==> src/rtl/bus_arb_pkg.sv <==
// Shared types for the 4-master bus: master ids, ownership FSM states, one-hot helper.
// Pure declarations, no logic of its own.
package bus_arb_pkg;

  localparam int N_MASTERS = 4;

  typedef logic [1:0] master_id_t;

  typedef enum logic [1:0] {
    IDLE    = 2'd0,
    GRANTED = 2'd1,
    RELEASE = 2'd2
  } state_t;

  function automatic logic [N_MASTERS-1:0] onehot4(input master_id_t id);
    return 4'b0001 << id;
  endfunction

endpackage

==> src/rtl/hold_timer.sv <==
// Counts cycles of bus ownership; expired is high in the MAX_HOLD-th owned cycle.
// Zero latency on expired (decoded from the count register); no backpressure.
module hold_timer #(
  parameter int MAX_HOLD = 16
) (
  input  logic clk,
  input  logic rst,
  input  logic clear,
  input  logic run,
  output logic expired
);

  localparam int CW = $clog2(MAX_HOLD);

  logic [CW-1:0] cnt_q;
  logic [CW-1:0] cnt_d;

  // clear wins over run so the count is back at zero before the next ownership starts
  always_comb begin
    cnt_d = cnt_q;
    if (clear) begin
      cnt_d = '0;
    end else if (run) begin
      cnt_d = cnt_q + CW'(1);
    end
  end

  always_ff @(posedge clk) begin
    if (rst) begin
      cnt_q <= '0;
    end else begin
      cnt_q <= cnt_d;
    end
  end

  assign expired = (cnt_q == CW'(MAX_HOLD - 1));

endmodule

==> src/rtl/bus_owner_ctrl.sv <==
// Holds the bus for the arbiter's winner until it drops req or hits MAX_HOLD, then one turnaround cycle.
// Grant registered one cycle after the arbiter reports a request; timed-out masters are masked until they drop req.
module bus_owner_ctrl
  import bus_arb_pkg::*;
#(
  parameter int MAX_HOLD = 16
) (
  input  logic       clk,
  input  logic       rst,
  input  logic [3:0] req,
  output logic [3:0] arb_req,
  input  logic       avbl_in,
  input  logic [3:0] grant_in,
  input  logic [1:0] grant_num_in,
  output logic [3:0] bus_grant,
  output logic [1:0] owner,
  output logic       busy,
  output logic       timeout,
  output logic [3:0] tmo_mask,
  output logic       err
);

  state_t     state_q, state_d;
  logic [3:0] bus_grant_q, bus_grant_d;
  master_id_t owner_q, owner_d;
  logic       busy_q, busy_d;
  logic       timeout_q, timeout_d;
  logic [3:0] tmo_mask_q, tmo_mask_d;
  logic       err_q, err_d;

  logic expired;
  logic owner_req;
  logic tmo_fire;

  assign arb_req   = req & ~tmo_mask_q;
  assign owner_req = req[owner_q];
  assign tmo_fire  = (state_q == GRANTED) && owner_req && expired;

  hold_timer #(
    .MAX_HOLD(MAX_HOLD)
  ) u_hold_timer (
    .clk    (clk),
    .rst    (rst),
    .clear  (state_d != GRANTED),
    .run    (state_q == GRANTED),
    .expired(expired)
  );

  always_ff @(posedge clk) begin
    if (rst) begin
      state_q <= IDLE;
    end else begin
      state_q <= state_d;
    end
  end

  // A drop of the owner's request outranks the hold limit
  always_comb begin
    state_d = state_q;
    unique case (state_q)
      IDLE: begin
        if (!avbl_in) begin
          state_d = GRANTED;
        end
      end
      GRANTED: begin
        if (!owner_req || expired) begin
          state_d = RELEASE;
        end
      end
      RELEASE: state_d = IDLE;
      default: state_d = IDLE;
    endcase
  end

  always_comb begin
    bus_grant_d = bus_grant_q;
    owner_d     = owner_q;
    busy_d      = busy_q;
    timeout_d   = 1'b0;
    tmo_mask_d  = tmo_mask_q & req;
    err_d       = err_q;
    case (state_q)
      IDLE: begin
        if (!avbl_in) begin
          owner_d     = grant_num_in;
          bus_grant_d = onehot4(grant_num_in);
          busy_d      = 1'b1;
          if (grant_in != onehot4(grant_num_in)) begin
            err_d = 1'b1;
          end
        end else if (arb_req != 4'b0000) begin
          err_d = 1'b1;
        end
      end
      GRANTED: begin
        if (state_d != GRANTED) begin
          bus_grant_d = 4'b0000;
          busy_d      = 1'b0;
        end
        // Set is applied after the clear so it wins for the owner's bit
        if (tmo_fire) begin
          timeout_d           = 1'b1;
          tmo_mask_d[owner_q] = 1'b1;
        end
      end
      default: begin
        bus_grant_d = 4'b0000;
        busy_d      = 1'b0;
      end
    endcase
  end

  always_ff @(posedge clk) begin
    if (rst) begin
      bus_grant_q <= 4'b0000;
      owner_q     <= 2'd0;
      busy_q      <= 1'b0;
      timeout_q   <= 1'b0;
      tmo_mask_q  <= 4'b0000;
      err_q       <= 1'b0;
    end else begin
      bus_grant_q <= bus_grant_d;
      owner_q     <= owner_d;
      busy_q      <= busy_d;
      timeout_q   <= timeout_d;
      tmo_mask_q  <= tmo_mask_d;
      err_q       <= err_d;
    end
  end

  assign bus_grant = bus_grant_q;
  assign owner     = owner_q;
  assign busy      = busy_q;
  assign timeout   = timeout_q;
  assign tmo_mask  = tmo_mask_q;
  assign err       = err_q;

endmodule

==> config.mk <==
export PLATFORM = sky130hd
export DESIGN_NAME = bus_owner_ctrl
export DESIGN_NICKNAME = d
export VERILOG_FILES = /design/src/rtl/bus_arb_pkg.sv /design/src/rtl/hold_timer.sv /design/src/rtl/bus_owner_ctrl.sv
export SDC_FILE = /design/constraint.sdc
export NUM_CORES = 1
export LEC_CHECK = 0
export CORE_MARGIN = 2
export CORE_UTILIZATION = 43
export DETAILED_ROUTE_END_ITERATION = 12
export GPL_TIMING_DRIVEN = 0
export PLACE_DENSITY = 0.86
export SLEW_MARGIN = 40
export SYNTH_ARGS = -nofsm -noshare
export SYNTH_HDL_FRONTEND = slang
export SYNTH_SLANG_ARGS = --single-unit
==> constraint.sdc <==
create_clock -name clk -period 1.8 [get_ports clk]
set_input_delay 0.54 -clock clk [delete_from_list [all_inputs] [get_ports clk]]
set_output_delay 0.54 -clock clk [all_outputs]
set_load 0.01 [all_outputs]
==> summary.txt <==
Crit Path Category: reg2out
Placed Instances: 147
Worst Hold Class: reg2reg
Grt total ovfl: 0
Synth Register Bits: 19
Post-synthesis sequential area ratio: 45.2%
Largest net degree at the start of global routing: 11
Post-CTS Resized: 31
Syn_area_per_cell: 9.25 µm²
Layout fillers: 156
Final antenna-violating net count: 0
CP cell instances: clkdlybuf4s50_1
Initial antenna violation count: 0
DRT Pass-1 Iters: 4
Die height: 48.3 µm
WP buf/inv: 1
H-tree levels: 1
CTS tree: done
Pwr Density: 669 nW/µm²
Via count: 804
Tot Pwr: 0.838 mW
Synth cell types: 33
Most used routing layer: met2
Commonest cells after routing, fill and taps aside: clkdlybuf4s50_1 (16), dfxtp_1 (14), nand2_1 (10)
Routed len/inst: 12.8 µm
Root Buffer: clkbuf_4
Post-CTS Hold Buffers: 0
Vias in the first global route: 671
Die Area: 2330 µm²
CP max FO: 3
Worst ir drop on vdd: 0.462 mV
Avg Vias per Cell: 5.32
Final hold vios: 0
First-pass GRT wire length: 2.85 mm
Setup TNS: 0 ns
CTS clk-pin slew, worst paths: 0.10 ns
Pleak: 0.555 nW
Met1 usage in global routing: 21.9%
Num CTS Buffers: 3
Core ar.: 1900 µm²
# nets final: 139
Starting density of the core: 44.3%
Seq. cell area: 389 µm²
Fmax: 573 MHz
GP Congestion: 0.770
Port Buf Inserts: 29
Met3 usage: 1.11%
Crit path required time: 1.26 ns
Clock sink count: 19
Max clock buf depth: 2
Final setup viols: 0
All-Layer GR Usage: 18.0%
Final non-filler cell total: 151
Diode count: 0
M2 GR Usage: 30.5%
Cell taking the most area after synthesis: dfxtp_1
Largest cells by area after synthesis: dfxtp_1 (45%), nand2_1 (4.5%), nor2b_1 (3.7%)
Final Critical Period: 1.75 ns
Starting DRT DRC Count: 22
Mapped Area: 842 µm²
Drt drc: 0
Cell area after layout: 1250 µm²
Clock Latency Late Sink: 0.30 ns
Yosys warns: 0
IO Pins: 30
Maxcap violations: 0
Postcts setup bufs: 0
Layout cells sized above 1: 20.2%
Synth-to-layout area growth: 48.7%
Worst setup margin: 0.0549 ns
Status: finished, final reports clean
Cell count after synthesis: 91
Multi-input gate area: 485 µm²
Slew headroom: 67.4%
CP startpoint kind: flop
CP max stage delay: 0.54 ns
Dpl ws: -0.544 ns
Crit path DAT: 1.21 ns
Routed WL: 1.94 mm
Standard-cell row count: 16
Clock skew: 0.00483 ns
Crit. End Element: primary output
Max stage delay cell, worst path: clkdlybuf4s50_1
Syn nets: 105
Crit share post-route: 96.9%
Slew Limit Fails: 0
Top-area cell type share of the netlist area: 45.2%
Actual slew at the worst max-slew pin: 0.486 ns
Most common library cell in the layout ignoring fill and taps: clkdlybuf4s50_1
CP delay by family, top: buffers and inverters
Area of placed instances: 1170 µm²
Die W: 48.3 µm
Detail Placement HPWL: 1.46 mm
==> synth_stat cells <==
master,n
a221o_1,1
nor3_1,2
a21oi_2,1
o31ai_1,1
o32ai_1,1
and3_1,1
nand3_1,5
and3_4,1
nand4_1,1
nand3b_1,1
a32o_1,2
dfxtp_1,19
o21ai_0,2
mux2i_1,2
xor2_1,2
nor4_1,1
ha_1,1
nor2_1,8
a21oi_1,2
and3_2,1
nor4_2,1
nand2b_1,3
o21ai_1,1
nand2_2,2
mux4_2,1
a21oi_4,1
o2bb2ai_1,2
o22ai_1,3
inv_1,5
nand2_1,10
nor2b_1,5
a32oi_1,1
or3_1,1
==> routing by layer <==
layer / vias up / part of all wire [%]
li1: 395 / -
met1: 376 / 45
met2: 28 / 49
met3: 5 / 4.2
met4: 0 / 2.3
met5: - / 0
==> stage by stage <==
step	hold WS, ns	utilization (%)
4_1_cts	0.479	64.7
3_5_place_dp	0.449	61.3
2_1_floorplan	0.454	-
6_report	0.473	65.9
5_1_grt	0.494	65.9
3_3_place_gp	0.449	61.3
==> power breakdown <==
group          leakage (nW)  internal [mW]  switching [mW]
logic                 0.383         0.0898          0.0759
registers             0.157          0.438          0.0184
clock network        0.0150         0.0864           0.129
==> path summary, 6_finish.rpt <==
kind	start	endpoint	slack, ns	cells past startpoint
hold / removal	bus_grant[2]$_SDFFE_PP0P_	bus_grant[2]$_SDFFE_PP0P_	0.47	1
hold reg to reg	bus_grant[2]$_SDFFE_PP0P_	bus_grant[2]$_SDFFE_PP0P_	0.47	1
setup reg to reg	owner[0]$_SDFFE_PP0P_	u_hold_timer.cnt_q[2]$_SDFFE_PP0P_	0.23	4
setup / recovery	tmo_mask[1]$_SDFF_PP0_	tmo_mask[1]	0.05	1
==> cell type report <==
type | count | share of cell area [%]
Multi-Input combinational cell | 67 | 38.8
Clock buffer | 4 | 2.10
Inverter | 5 | 1.50
Tap cell | 27 | 2.70
Sequential cell | 19 | 31.1
Timing Repair Buffer | 29 | 23.9
==> cell families after synthesis <==
family / synth area share, %
AND/OR/NAND/NOR: 27.2
flip-flops: 45.2
AO/OA/AOI/OAI: 16.8
buffers and inverters: 2.23
multiplexers: 5.05
XOR/XNOR: 2.08
adder cells (fa/ha/maj): 1.49
==> flip-flops by register name, indices dropped and copies added (netlist names) <==
| name | cells |
|---|---|
| busy | 1 |
| timeout | 1 |
| tmo_mask | 4 |
| owner | 2 |
| err | 1 |
| bus_grant | 4 |
| state_q | 2 |
| u_hold_timer.cnt_q | 4 |
==> worst reg2reg max path: cells and delay by family (launching register included) <==
kind	cells	cell delay [ns]
and+or+nand+nor	2	0.29
DFF	1	0.40
muxes	1	0.56
AOI/OAI and AO/OA	1	0.21
No activity file was read; power rests on OpenSTA's default activity.
